$ cat config.mk
export PLATFORM = sky130hd
export DESIGN_NAME = regbank_ctx_seq_flat
export DESIGN_NICKNAME = d
export VERILOG_FILES = /design/src/rtl/regbank_ctx_seq_if.sv /design/src/rtl/regbank_ctx_seq.sv /design/src/flat_wrapper.sv
export SDC_FILE = /design/constraint.sdc
export NUM_CORES = 1
export LEC_CHECK = 0
export CAP_MARGIN = 20
export CORE_ASPECT_RATIO = 1.75
export CORE_MARGIN = 5
export CORE_UTILIZATION = 33
export CTS_CLUSTER_SIZE = 24
export DETAILED_ROUTE_END_ITERATION = 8
export GPL_ROUTABILITY_DRIVEN = 0
export PLACE_DENSITY = 0.76
export RECOVER_POWER = 100
export SKIP_CTS_REPAIR_TIMING = 1
export SLEW_MARGIN = 20
export SYNTH_ARGS = -nofsm -noshare
export SYNTH_HDL_FRONTEND = slang
export SYNTH_SLANG_ARGS = --single-unit
export TNS_END_PERCENT = 10
$ cat constraint.sdc
create_clock -name clk -period 3.1 [get_ports clk]
set_clock_uncertainty 0.2 [all_clocks]
set_input_delay 0.465 -clock clk [delete_from_list [all_inputs] [get_ports clk]]
set_output_delay 0.465 -clock clk [all_outputs]
set_load 0.02 [all_outputs]
$ cat src/rtl/regbank_ctx_seq_if.sv
// Single-outstanding memory request port used by the register-bank context sequencer.
// The master issues req/we/addr/wdata; the slave answers with gnt and, for reads, rvalid/rdata.
interface regbank_ctx_seq_if #(
  parameter int REG_WIDTH  = 32,
  parameter int ADDR_WIDTH = 32
);
  logic                  req;
  logic                  we;
  logic [ADDR_WIDTH-1:0] addr;
  logic [REG_WIDTH-1:0]  wdata;
  logic                  gnt;
  logic                  rvalid;
  logic [REG_WIDTH-1:0]  rdata;

  modport master (output req, we, addr, wdata, input gnt, rvalid, rdata);
  modport slave  (input req, we, addr, wdata, output gnt, rvalid, rdata);
endinterface

$ cat src/rtl/regbank_ctx_seq.sv
// Context save/restore sequencer: walks R0..R(REG_COUNT-1) in order, copying each register
// to memory (save) or reloading it from memory (restore) over a single-outstanding port.
//
// state      | meaning
// -----------+-----------------------------------------------------------
// S_IDLE     | bank ports owned by decode/exception logic; waits for a start
// S_SAVE_REQ | memory write of R[idx] presented until granted
// S_RST_REQ  | memory read for R[idx] presented until granted
// S_RST_WAIT | read granted; waits for rvalid, then writes R[idx]
// S_DONE     | one-cycle completion pulse
module regbank_ctx_seq #(
  parameter  int REG_WIDTH  = 32,
  parameter  int REG_COUNT  = 16,
  parameter  int ADDR_WIDTH = 32,
  localparam int IDX_W      = $clog2(REG_COUNT)
) (
  input  logic                  clk,
  input  logic                  rst_n,
  input  logic                  start_save,
  input  logic                  start_restore,
  input  logic [ADDR_WIDTH-1:0] base_addr,
  output logic                  busy,
  output logic                  done,
  output logic [IDX_W-1:0]      rb_raddr,
  input  logic [REG_WIDTH-1:0]  rb_rdata,
  output logic                  rb_we,
  output logic [IDX_W-1:0]      rb_waddr,
  output logic [REG_WIDTH-1:0]  rb_wdata,
  regbank_ctx_seq_if.master     mem
);

  typedef enum logic [2:0] {
    S_IDLE,
    S_SAVE_REQ,
    S_RST_REQ,
    S_RST_WAIT,
    S_DONE
  } state_t;

  state_t                state;
  logic [IDX_W-1:0]      idx;
  logic [ADDR_WIDTH-1:0] base;
  logic                  last;
  logic [ADDR_WIDTH-1:0] cur_addr;

  assign last     = (idx == IDX_W'(REG_COUNT - 1));
  // Address arithmetic wraps naturally at ADDR_WIDTH bits.
  assign cur_addr = base + (ADDR_WIDTH'(idx) * ADDR_WIDTH'(REG_WIDTH / 8));

  always_ff @(posedge clk or negedge rst_n) begin
    if (!rst_n) begin
      state <= S_IDLE;
      idx   <= '0;
      base  <= '0;
    end else begin
      case (state)
        S_IDLE: begin
          // Save has priority; a coincident restore request is dropped.
          if (start_save) begin
            state <= S_SAVE_REQ;
            idx   <= '0;
            base  <= base_addr;
          end else if (start_restore) begin
            state <= S_RST_REQ;
            idx   <= '0;
            base  <= base_addr;
          end
        end
        S_SAVE_REQ: begin
          if (mem.gnt) begin
            if (last) state <= S_DONE;
            else      idx   <= idx + 1'b1;
          end
        end
        S_RST_REQ: begin
          if (mem.gnt) state <= S_RST_WAIT;
        end
        S_RST_WAIT: begin
          if (mem.rvalid) begin
            if (last) begin
              state <= S_DONE;
            end else begin
              idx   <= idx + 1'b1;
              state <= S_RST_REQ;
            end
          end
        end
        S_DONE:  state <= S_IDLE;
        default: state <= S_IDLE;
      endcase
    end
  end

  // Address/data outputs are forced to zero outside the states that own them.
  always_comb begin
    busy      = (state != S_IDLE);
    done      = (state == S_DONE);
    rb_raddr  = '0;
    rb_we     = 1'b0;
    rb_waddr  = '0;
    rb_wdata  = '0;
    mem.req   = 1'b0;
    mem.we    = 1'b0;
    mem.addr  = '0;
    mem.wdata = '0;
    case (state)
      S_SAVE_REQ: begin
        mem.req   = 1'b1;
        mem.we    = 1'b1;
        mem.addr  = cur_addr;
        rb_raddr  = idx;
        mem.wdata = rb_rdata;
      end
      S_RST_REQ: begin
        mem.req  = 1'b1;
        mem.addr = cur_addr;
      end
      S_RST_WAIT: begin
        if (mem.rvalid) begin
          rb_we    = 1'b1;
          rb_waddr = idx;
          rb_wdata = mem.rdata;
        end
      end
      default: ;
    endcase
  end

endmodule

$ cat src/flat_wrapper.sv
// flat-port wrapper written by rule: the top's interface ports become plain ports
module regbank_ctx_seq_flat 
#(
  parameter  int REG_WIDTH  = 32,
  parameter  int REG_COUNT  = 16,
  parameter  int ADDR_WIDTH = 32,
  localparam int IDX_W      = $clog2(REG_COUNT)
)
  (clk, rst_n, start_save, start_restore, base_addr, busy, done, rb_raddr, rb_rdata, rb_we, rb_waddr, rb_wdata, mem_req, mem_we, mem_addr, mem_wdata, mem_gnt, mem_rvalid, mem_rdata);
  regbank_ctx_seq_if #(.REG_WIDTH(REG_WIDTH), .ADDR_WIDTH(ADDR_WIDTH)) mem_i ();
  input  logic clk;
  input  logic rst_n;
  input  logic start_save;
  input  logic start_restore;
  input  logic [ADDR_WIDTH-1:0] base_addr;
  output logic busy;
  output logic done;
  output logic [IDX_W-1:0] rb_raddr;
  input  logic [REG_WIDTH-1:0] rb_rdata;
  output logic rb_we;
  output logic [IDX_W-1:0] rb_waddr;
  output logic [REG_WIDTH-1:0] rb_wdata;
  output wire logic [$bits(mem_i.req)-1:0] mem_req;
  output wire logic [$bits(mem_i.we)-1:0] mem_we;
  output wire logic [$bits(mem_i.addr)-1:0] mem_addr;
  output wire logic [$bits(mem_i.wdata)-1:0] mem_wdata;
  input wire logic [$bits(mem_i.gnt)-1:0] mem_gnt;
  input wire logic [$bits(mem_i.rvalid)-1:0] mem_rvalid;
  input wire logic [$bits(mem_i.rdata)-1:0] mem_rdata;
  assign mem_req = mem_i.req;
  assign mem_we = mem_i.we;
  assign mem_addr = mem_i.addr;
  assign mem_wdata = mem_i.wdata;
  assign mem_i.gnt = mem_gnt;
  assign mem_i.rvalid = mem_rvalid;
  assign mem_i.rdata = mem_rdata;
  regbank_ctx_seq #(.REG_WIDTH(REG_WIDTH), .REG_COUNT(REG_COUNT), .ADDR_WIDTH(ADDR_WIDTH)) u_core (.clk(clk), .rst_n(rst_n), .start_save(start_save), .start_restore(start_restore), .base_addr(base_addr), .busy(busy), .done(done), .rb_raddr(rb_raddr), .rb_rdata(rb_rdata), .rb_we(rb_we), .rb_waddr(rb_waddr), .rb_wdata(rb_wdata), .mem(mem_i));
endmodule
==> results of run 1 <==
cell usage in the layout (no fill, tap or decap), types with 4 or more instances in the layout:
cell type / count
sky130_fd_sc_hd__dlygate4sd3_1: 36
sky130_fd_sc_hd__o31ai_1: 7
sky130_fd_sc_hd__nand2_1: 19
sky130_fd_sc_hd__mux2i_1: 5
sky130_fd_sc_hd__clkbuf_16: 5
sky130_fd_sc_hd__ha_1: 5
sky130_fd_sc_hd__and2_1: 52
sky130_fd_sc_hd__clkbuf_1: 17
sky130_fd_sc_hd__buf_4: 28
sky130_fd_sc_hd__dfrtp_1: 39
sky130_fd_sc_hd__o21ai_0: 15
sky130_fd_sc_hd__clkdlybuf4s50_1: 146
sky130_fd_sc_hd__and2_0: 23
sky130_fd_sc_hd__nand3_1: 8
sky130_fd_sc_hd__and4_1: 4
sky130_fd_sc_hd__or4_1: 7
sky130_fd_sc_hd__and3_1: 6
sky130_fd_sc_hd__nor2_1: 10
sky130_fd_sc_hd__mux2_2: 29
sky130_fd_sc_hd__buf_2: 5
sky130_fd_sc_hd__a21oi_1: 19
sky130_fd_sc_hd__clkbuf_2: 4
sky130_fd_sc_hd__or3_1: 14
per-stage QoR:
| stage | setup slack, ns | utilization |
|---|---|---|
| 2_1_floorplan | 0.270 | - |
| 5_1_grt | -0.172 | 0.598 |
| 4_1_cts | -0.480 | 0.616 |
| 3_5_place_dp | -0.147 | 0.599 |
| 3_3_place_gp | -0.0617 | 0.599 |
| 6_report | -0.0180 | 0.598 |
cell type report:
class,instances,share of cell area
Multi-Input combinational cell,273,0.358
Tap cell,120,0.0276
Timing Repair Buffer,240,0.403
Inverter,4,0.00276
Clock buffer,8,0.0288
Sequential cell,39,0.179
kinds of logic (layout without fill, tap and decap cells):
logic type / count (synthesis) / in the layout
buffers and inverters: 26 / 252
xor gates and xnor gates: 5 / 5
DFF: 39 / 39
and+or+nand+nor: 167 / 167
AOI/OAI and AO/OA: 58 / 58
adders and majority gates: 6 / 6
muxes: 37 / 37
power by group through the flow:
stage | registers (W) | clock network [W] | logic [W]
5_1_grt | 0.00100 | 0.000576 | 0.00308
3_3_place_gp | 0.000946 | 0 | 0.00304
3_5_place_dp | 0.000963 | 0 | 0.00310
4_1_cts | 0.000957 | 0.000555 | 0.00313
6_report | 0.000957 | 0.000546 | 0.00283
2_1_floorplan | 0.000958 | 0 | 0.00164
critical path: cells and delay by family (launching register included):
family | cells | cell delay [ns]
AO/OA/AOI/OAI | 3 | 0.44
adder cells (fa/ha/maj) | 2 | 0.64
flip-flops | 1 | 0.38
buffers and inverters | 2 | 0.45
AND/OR/NAND/NOR | 1 | 0.25
path summary, 6_finish.rpt:
check / cells past startpoint / from / slack, ns / endpoint
max: 8 / u_core.base[2]$_DFFE_PN0P_ / -0.02 / mem_addr[28]
min: 1 / u_core.base[1]$_DFFE_PN0P_ / 0.30 / u_core.base[1]$_DFFE_PN0P_
max reg2reg: 4 / u_core.state[1]$_DFFE_PN0P_ / 0.48 / u_core.base[4]$_DFFE_PN0P_
min reg2reg: 1 / u_core.base[1]$_DFFE_PN0P_ / 0.30 / u_core.base[1]$_DFFE_PN0P_
max in group asynchronous: 1 / rst_n / 0.90 / u_core.base[1]$_DFFE_PN0P_
min in group asynchronous: 1 / rst_n / 0.58 / u_core.base[21]$_DFFE_PN0P_
layer usage:
layer | vias up | wire length [microns]
li1 | 1651 | -
met1 | 1543 | 3890
met2 | 168 | 6700
met3 | 22 | 1130
met4 | 0 | 312
met5 | - | 0
flip-flops by register name, indices dropped and copies added, names as in the netlist:
signal,flops
u_core.base,32
u_core.idx,4
u_core.state,3
==> impl_results.html, run 1 <==
<table>
<tr><th>Metric</th><th>Value</th></tr>
<tr><th colspan="2">Setup path</th></tr>
<tr><td>Series of cell instances along the critical path</td><td>ha_1 &gt; fa_1 &gt; and3_1 &gt; o211ai_1 &gt; buf_4 &gt; o311ai_0 &gt; o41ai_1 &gt; buf_2</td></tr>
<tr><td>Arrival @ worst endpoint</td><td>2.45 ns</td></tr>
<tr><td>Kind of end point of the critical path</td><td>output pin</td></tr>
<tr><td>CP Class</td><td>reg -&gt; out</td></tr>
<tr><td>Highest cell delay on the worst timing path</td><td>0.41 ns</td></tr>
<tr><td>Required time of the critical path</td><td>2.43 ns</td></tr>
<tr><td>Crit-path slowest cell</td><td>sky130_fd_sc_hd__fa_1</td></tr>
<tr><td>Sort of element at the start of the critical path</td><td>register</td></tr>
<tr><td>CP max FO</td><td>13</td></tr>
<tr><th colspan="2">Global routing</th></tr>
<tr><td>Met3 global-route usage</td><td>0.0832</td></tr>
<tr><td>Met1 track demand over resource in global routing</td><td>0.190</td></tr>
<tr><td>Total overflow reported by the global router</td><td>0</td></tr>
<tr><td>Maximum number of pins on one net before global-route repair</td><td>40</td></tr>
<tr><td>Most heavily used metal layer in global routing</td><td>met2</td></tr>
<tr><td>Global-route wire length before repair</td><td>18500 microns</td></tr>
<tr><td>Routing usage on met2</td><td>0.400</td></tr>
<tr><td>Antenna violations before repair</td><td>0</td></tr>
<tr><td>Via count of the first global-routing pass</td><td>3685</td></tr>
<tr><td>GRT Util Overall</td><td>0.206</td></tr>
<tr><th colspan="2">Floorplan</th></tr>
<tr><td>Area of the core region</td><td>9090 sq um</td></tr>
<tr><td>Horizontal die dimension</td><td>83.0 microns</td></tr>
<tr><td>Chip Height</td><td>138 microns</td></tr>
<tr><td>Number of rows in the core area</td><td>46</td></tr>
<tr><td>I/O Pins</td><td>211</td></tr>
<tr><td>Initial core utilization</td><td>0.338</td></tr>
<tr><td>Area of the die</td><td>11400 sq um</td></tr>
<tr><th colspan="2">Synthesis</th></tr>
<tr><td>Number of synthesized register bits</td><td>39</td></tr>
<tr><td>Seq/Total Area, Yosys</td><td>0.317</td></tr>
<tr><td>Simple-gate area share of the yosys netlist</td><td>0.344</td></tr>
<tr><td>Portion of netlist area occupied by mux cells</td><td>0.133</td></tr>
<tr><td>Most numerous cell types in the synthesized netlist</td><td>sky130_fd_sc_hd__and2_1, sky130_fd_sc_hd__dfrtp_1, sky130_fd_sc_hd__mux2_2</td></tr>
<tr><td>Synthesized instance count</td><td>338</td></tr>
<tr><td>Adder-cell share of the synthesized area</td><td>0.0268</td></tr>
<tr><td>XOR/XNOR Fraction of Synth Area</td><td>0.0142</td></tr>
<tr><td>Main area contributors after synthesis</td><td>sky130_fd_sc_hd__dfrtp_1, sky130_fd_sc_hd__and2_1, sky130_fd_sc_hd__mux2_2</td></tr>
<tr><td>Combinational family with the most area after synthesis</td><td>simple AND/OR/NAND/NOR gates</td></tr>
<tr><td>Biggest area consumer among synthesized cells</td><td>sky130_fd_sc_hd__dfrtp_1</td></tr>
<tr><td>Count of flip-flops with a built-in enable after synthesis</td><td>0</td></tr>
<tr><td>Total nets after synthesis</td><td>446</td></tr>
<tr><td>Total standard cell area after synthesis</td><td>3080 sq um</td></tr>
<tr><td>Distinct cell type count of the synthesized netlist</td><td>56</td></tr>
<tr><td>Synthesized area divided by synthesized cell count</td><td>9.10 sq um</td></tr>
<tr><td>Most instantiated flip-flop cell in the synthesis netlist</td><td>sky130_fd_sc_hd__dfrtp_1</td></tr>
<tr><td>Ys Warns</td><td>0</td></tr>
<tr><td>Compound-Gate Fraction of Synth Area</td><td>0.115</td></tr>
<tr><td>Most numerous cell in the Yosys netlist</td><td>sky130_fd_sc_hd__and2_1</td></tr>
<tr><td>Top cell type's share of synthesized area</td><td>0.317</td></tr>
<tr><td>Share of flip-flops with an asynchronous set or reset</td><td>1.00</td></tr>
<tr><th colspan="2">Place</th></tr>
<tr><td>Area post-placement</td><td>5440 sq um</td></tr>
<tr><td>Number of I/O port buffers</td><td>210</td></tr>
<tr><td>Placed cells</td><td>676</td></tr>
<tr><td>Post-detailed-placement half-perimeter wirelength</td><td>9950 microns</td></tr>
<tr><th colspan="2">Clocking</th></tr>
<tr><td>Clock transition at the register clock pins on the worst setup and hold paths after CTS</td><td>0.06 ns</td></tr>
<tr><td>Clock tree from TritonCTS</td><td>built</td></tr>
<tr><td>Clock insertion delay at the later pin of the skew report</td><td>0.29 ns</td></tr>
<tr><td>Clock buffers created by TritonCTS</td><td>5</td></tr>
<tr><td>TritonCTS Sinks</td><td>39</td></tr>
<tr><td>Clk buf depth</td><td>2</td></tr>
<tr><td>Master cell of the clock root buffer</td><td>sky130_fd_sc_hd__clkbuf_16</td></tr>
<tr><td>H-Tree Level Count</td><td>2</td></tr>
<tr><th colspan="2">Layout</th></tr>
<tr><td>Fillcell total</td><td>843</td></tr>
<tr><td>Synth-to-layout area growth</td><td>76.8%</td></tr>
<tr><td>Multi-input combinational cell area</td><td>1950 sq um</td></tr>
<tr><td>Share of post-route cells with drive strength above 1</td><td>0.156</td></tr>
<tr><td>Layout Cells excl Fill</td><td>684</td></tr>
<tr><td>Ant diodes</td><td>0</td></tr>
<tr><td>Final cell area excluding filler cells</td><td>5440 sq um</td></tr>
<tr><td>Net total in the final layout</td><td>671</td></tr>
<tr><td>Footprint of the flip-flops and latches</td><td>976 sq um</td></tr>
<tr><th colspan="2">Route</th></tr>
<tr><td>Number of DRC markers after the initial detailed-route iteration</td><td>71</td></tr>
<tr><td>Drt wl/cell</td><td>17.6 microns</td></tr>
<tr><td>Post-detailed-route count of antenna-violating nets</td><td>0</td></tr>
<tr><td>Via/cell ratio</td><td>4.95</td></tr>
<tr><td>Routed via count</td><td>3384</td></tr>
<tr><td>Total wire length</td><td>12000 microns</td></tr>
<tr><td>DRC viols</td><td>0</td></tr>
<tr><td>DRT Pass-1 Iters</td><td>4</td></tr>
<tr><th colspan="2">STA</th></tr>
<tr><td>Number of failing setup endpoints in the final timing report</td><td>4</td></tr>
<tr><td>Peak clock frequency supported by timing</td><td>321 MHz</td></tr>
<tr><td>Final period demand of the worst path</td><td>3.12 ns</td></tr>
<tr><td>Relative slew margins</td><td>-0.412</td></tr>
<tr><td>Number of pins with negative max-slew slack in the final report</td><td>40</td></tr>
<tr><td>Worst hold slack across all endpoints</td><td>0.300 ns</td></tr>
<tr><td>Setup repair after global routing missed its margin</td><td>true</td></tr>
<tr><td>Final number of hold-violating endpoints</td><td>0</td></tr>
<tr><td>Accumulated negative setup slack</td><td>-0.0270 ns</td></tr>
<tr><td>Post-layout worst setup margin</td><td>-0.0180 ns</td></tr>
<tr><td>Tightest Pin Transition</td><td>2.12 ns</td></tr>
<tr><td>Period utilisation layout</td><td>1.01</td></tr>
<tr><th colspan="2">Pwr</th></tr>
<tr><td>Overall power</td><td>0.00433 W</td></tr>
<tr><td>Proportion of power drawn by flip-flops and latches</td><td>0.221</td></tr>
<tr><td>Power share of the clock group</td><td>0.126</td></tr>
<tr><td>Power density of the placed cells</td><td>796 nW/um^2</td></tr>
<tr><td>Static power due to leakage</td><td>2.28 nW</td></tr>
<tr><td>Worst IR Drop VDD</td><td>0.475 mV</td></tr>
<tr><td>Internal power summed over all cells</td><td>0.00237 W</td></tr>
<tr><td>Switching pwr</td><td>0.00196 W</td></tr>
<tr><td>Net switching fraction of the power</td><td>0.453</td></tr>
<tr><td>Power share of the combinational group</td><td>0.653</td></tr>
<tr><th colspan="2">Status</th></tr>
<tr><td>Outcome</td><td>finished, violations left</td></tr>
<tr><td>Violated checks</td><td>capacitance limit, slew limit, setup timing</td></tr>
<tr><th colspan="2">Run</th></tr>
<tr><td>Max-Cap Viols</td><td>1</td></tr>
<tr><th colspan="2">Hold path</th></tr>
<tr><td>HP Class</td><td>reg -&gt; reg</td></tr>
</table>
Note: power is estimated with default switching activity, not from simulation.
==> run 2: changes to the inputs <==
==> constraint.sdc (replaced) <==
create_clock -name clk -period 3.25 [get_ports clk]
set_clock_uncertainty 0.2 [all_clocks]
set_input_delay 0.4875 -clock clk [delete_from_list [all_inputs] [get_ports clk]]
set_output_delay 0.4875 -clock clk [all_outputs]
set_load 0.02 [all_outputs]
==> run 2 against run 1 <==
  * The flow finishes with violations (capacitance limit, slew limit)
  * Clock-buffer cell count unchanged
  * Flip-flop and latch count stayed put
  * Register-to-register slack worse by 0.27 ns
  * First-iteration DRC count is 27% higher
  * Setup slack gained 0.15 ns
  * Power fell by 6.8%
  * Via count up 0.44%
  * Routed wire length is 0.56% higher
  * Die area unchanged
  * Utilization is 0.74 points lower
  * Critical path type unchanged
  * Critical endpoint is now mem_addr[6]
==> impl_results.html, run 2 (synthesis gave the netlist of run 1 again) <==
<table>
<tr><th>Metric</th><th>Value</th></tr>
<tr><th colspan="2">Status</th></tr>
<tr><td>Outcome</td><td>finished, violations left</td></tr>
<tr><td>Violated checks</td><td>capacitance limit, slew limit</td></tr>
<tr><th colspan="2">Pwr</th></tr>
<tr><td>Proportion of power drawn by flip-flops and latches</td><td>0.239</td></tr>
<tr><td>Power share of the clock group</td><td>0.126</td></tr>
<tr><td>Switching pwr</td><td>0.00185 W</td></tr>
<tr><td>Power density of the placed cells</td><td>751 nW/um^2</td></tr>
<tr><td>Net switching fraction of the power</td><td>0.459</td></tr>
<tr><td>Worst IR Drop VDD</td><td>0.287 mV</td></tr>
<tr><td>Power share of the combinational group</td><td>0.634</td></tr>
<tr><td>Internal power summed over all cells</td><td>0.00218 W</td></tr>
<tr><td>Static power due to leakage</td><td>2.32 nW</td></tr>
<tr><th colspan="2">STA</th></tr>
<tr><td>Final number of hold-violating endpoints</td><td>0</td></tr>
<tr><td>Peak clock frequency supported by timing</td><td>321 MHz</td></tr>
<tr><td>Relative slew margins</td><td>-0.402</td></tr>
<tr><td>Number of failing setup endpoints in the final timing report</td><td>0</td></tr>
<tr><td>Number of pins with negative max-slew slack in the final report</td><td>77</td></tr>
<tr><td>Final period demand of the worst path</td><td>3.12 ns</td></tr>
<tr><td>Setup repair after global routing missed its margin</td><td>false</td></tr>
<tr><td>Accumulated negative setup slack</td><td>0 ns</td></tr>
<tr><td>Period utilisation layout</td><td>0.959</td></tr>
<tr><td>Tightest Pin Transition</td><td>2.10 ns</td></tr>
<tr><th colspan="2">Global routing</th></tr>
<tr><td>Maximum number of pins on one net before global-route repair</td><td>40</td></tr>
<tr><td>Via count of the first global-routing pass</td><td>3648</td></tr>
<tr><td>Antenna violations before repair</td><td>0</td></tr>
<tr><td>Total overflow reported by the global router</td><td>0</td></tr>
<tr><td>GRT Util Overall</td><td>0.203</td></tr>
<tr><td>Global-route wire length before repair</td><td>18300 microns</td></tr>
<tr><th colspan="2">Setup path</th></tr>
<tr><td>CP Class</td><td>reg -&gt; out</td></tr>
<tr><td>Kind of cell adding the most delay to the critical path</td><td>buffers and inverters</td></tr>
<tr><td>Arrival @ worst endpoint</td><td>2.43 ns</td></tr>
<tr><td>Kind of end point of the critical path</td><td>output pin</td></tr>
<tr><td>Cell repeated most along the worst path</td><td>sky130_fd_sc_hd__nor2_1</td></tr>
<tr><td>Crit-path slowest cell</td><td>sky130_fd_sc_hd__clkdlybuf4s50_1</td></tr>
<tr><td>Critical path buffers and inverters</td><td>1</td></tr>
<tr><td>Highest cell delay on the worst timing path</td><td>0.63 ns</td></tr>
<tr><td>Sort of element at the start of the critical path</td><td>register</td></tr>
<tr><td>CP max FO</td><td>5</td></tr>
<tr><td>Required time of the critical path</td><td>2.56 ns</td></tr>
<tr><td>Series of cell instances along the critical path</td><td>ha_2 &gt; fa_2 &gt; and3_1 &gt; nor2_1 &gt; xnor2_1 &gt; nor2_1 &gt; clkdlybuf4s50_1</td></tr>
<tr><th colspan="2">Clocking</th></tr>
<tr><td>Clock buffers created by TritonCTS</td><td>5</td></tr>
<tr><td>Clock tree from TritonCTS</td><td>built</td></tr>
<tr><td>Clock transition at the register clock pins on the worst setup and hold paths after CTS</td><td>0.05 ns</td></tr>
<tr><td>H-Tree Level Count</td><td>2</td></tr>
<tr><td>Clk buf depth</td><td>2</td></tr>
<tr><td>Clock insertion delay at the later pin of the skew report</td><td>0.28 ns</td></tr>
<tr><td>TritonCTS Sinks</td><td>39</td></tr>
<tr><td>Master cell of the clock root buffer</td><td>sky130_fd_sc_hd__clkbuf_16</td></tr>
<tr><th colspan="2">Place</th></tr>
<tr><td>Post-detailed-placement half-perimeter wirelength</td><td>9930 microns</td></tr>
<tr><td>Placed cells</td><td>664</td></tr>
<tr><td>Area post-placement</td><td>5350 sq um</td></tr>
<tr><td>Number of I/O port buffers</td><td>210</td></tr>
<tr><th colspan="2">Floorplan</th></tr>
<tr><td>Chip Height</td><td>138 microns</td></tr>
<tr><td>Area of the core region</td><td>9090 sq um</td></tr>
<tr><td>Initial core utilization</td><td>0.338</td></tr>
<tr><td>Area of the die</td><td>11400 sq um</td></tr>
<tr><td>I/O Pins</td><td>211</td></tr>
<tr><td>Number of rows in the core area</td><td>46</td></tr>
<tr><td>Horizontal die dimension</td><td>83.0 microns</td></tr>
<tr><th colspan="2">Route</th></tr>
<tr><td>Drt wl/cell</td><td>18.0 microns</td></tr>
<tr><td>DRC viols</td><td>0</td></tr>
<tr><td>Post-detailed-route count of antenna-violating nets</td><td>0</td></tr>
<tr><td>Total wire length</td><td>12100 microns</td></tr>
<tr><td>Routed via count</td><td>3399</td></tr>
<tr><td>Number of DRC markers after the initial detailed-route iteration</td><td>90</td></tr>
<tr><td>Via/cell ratio</td><td>5.05</td></tr>
<tr><td>DRT Pass-1 Iters</td><td>4</td></tr>
<tr><th colspan="2">Layout</th></tr>
<tr><td>Final cell area excluding filler cells</td><td>5370 sq um</td></tr>
<tr><td>Registers with the highest flip-flop counts</td><td>u_core.base: 32 flops, u_core.idx: 4 flops, u_core.state: 3 flops</td></tr>
<tr><td>Layout Cells excl Fill</td><td>673</td></tr>
<tr><td>Multi-input combinational cell area</td><td>1940 sq um</td></tr>
<tr><td>Footprint of the flip-flops and latches</td><td>976 sq um</td></tr>
<tr><td>Register containing the most flip-flops in the final layout</td><td>u_core.base</td></tr>
<tr><td>Most frequent cells in the layout</td><td>sky130_fd_sc_hd__clkdlybuf4s50_1, sky130_fd_sc_hd__dlygate4sd3_1, sky130_fd_sc_hd__and2_1</td></tr>
<tr><td>Fillcell total</td><td>891</td></tr>
<tr><td>Number of flip-flops in the largest register</td><td>32</td></tr>
<tr><td>Ant diodes</td><td>0</td></tr>
<tr><td>Most common library cell in the layout ignoring fill and taps</td><td>sky130_fd_sc_hd__clkdlybuf4s50_1</td></tr>
<tr><td>Synth-to-layout area growth</td><td>74.6%</td></tr>
<tr><td>Share of post-route cells with drive strength above 1</td><td>0.132</td></tr>
<tr><td>Net total in the final layout</td><td>660</td></tr>
<tr><th colspan="2">Run</th></tr>
<tr><td>Max-Cap Viols</td><td>2</td></tr>
<tr><th colspan="2">Hold path</th></tr>
<tr><td>HP Class</td><td>reg -&gt; reg</td></tr>
</table>
run 2: cell types whose count changed in the layout (fill, tap and decap cells not counted), sizes merged:
cell / before / now
buf: 34 / 18
clkbuf: 30 / 32
clkdlybuf4s50: 146 / 117
clkinv: 1 / 0
clkinvlp: 0 / 1
dlygate4sd3: 36 / 67
dlymetal6s2s: 2 / 3
run 2: path summary, 6_finish.rpt:
kind	slack, ns	to	start	cells after the start
setup reg to reg	0.21	u_core.base[16]$_DFFE_PN0P_	u_core.state[1]$_DFFE_PN0P_	4
setup / recovery	0.13	mem_addr[6]	u_core.base[2]$_DFFE_PN0P_	7
hold / removal	0.30	u_core.base[0]$_DFFE_PN0P_	u_core.base[0]$_DFFE_PN0P_	1
min in group asynchronous	0.61	u_core.base[22]$_DFFE_PN0P_	rst_n	1
max in group asynchronous	1.03	u_core.base[0]$_DFFE_PN0P_	rst_n	1
hold reg to reg	0.30	u_core.base[0]$_DFFE_PN0P_	u_core.base[0]$_DFFE_PN0P_	1
run 2: per-layer routing:
layer / wire, microns / up-vias / global-route usage
met1: 3960 / 1554 / 0.192
met3: 1120 / 22 / 0.0736
met5: 0 / - / 0
met2: 6680 / 186 / 0.395
met4: 339 / 0 / 0.0745
li1: - / 1637 / -
run 2: stage by stage:
stage                util  power, W  setup slack (ns)  hold slack (ns)
floorplan               -   0.00247             0.397         -0.00809
global placement    0.589   0.00369            0.0563            0.284
detailed placement  0.589   0.00377           -0.0168            0.296
CTS                 0.606   0.00430            -0.337            0.161
global route        0.591   0.00432            0.0123            0.322
finish              0.591   0.00404             0.133            0.304
run 2: cell type report:
cell class                 instances  share of cell area
clock buffer                       8              0.0291
inverter                           4             0.00349
multi-input combinational        273               0.361
sequential                        39               0.182
tap                              120              0.0280
timing repair buffer             229               0.396
run 2: power groups by stage:
| stage | Sequential (W) | Combinational, W | Clock (W) |
|---|---|---|---|
| global placement | 0.000953 | 0.00274 | 0 |
| floorplan | 0.000914 | 0.00156 | 0 |
| finish | 0.000966 | 0.00256 | 0.000510 |
| CTS | 0.000958 | 0.00281 | 0.000524 |
| global route | 0.00101 | 0.00278 | 0.000538 |
| detailed placement | 0.000965 | 0.00280 | 0 |
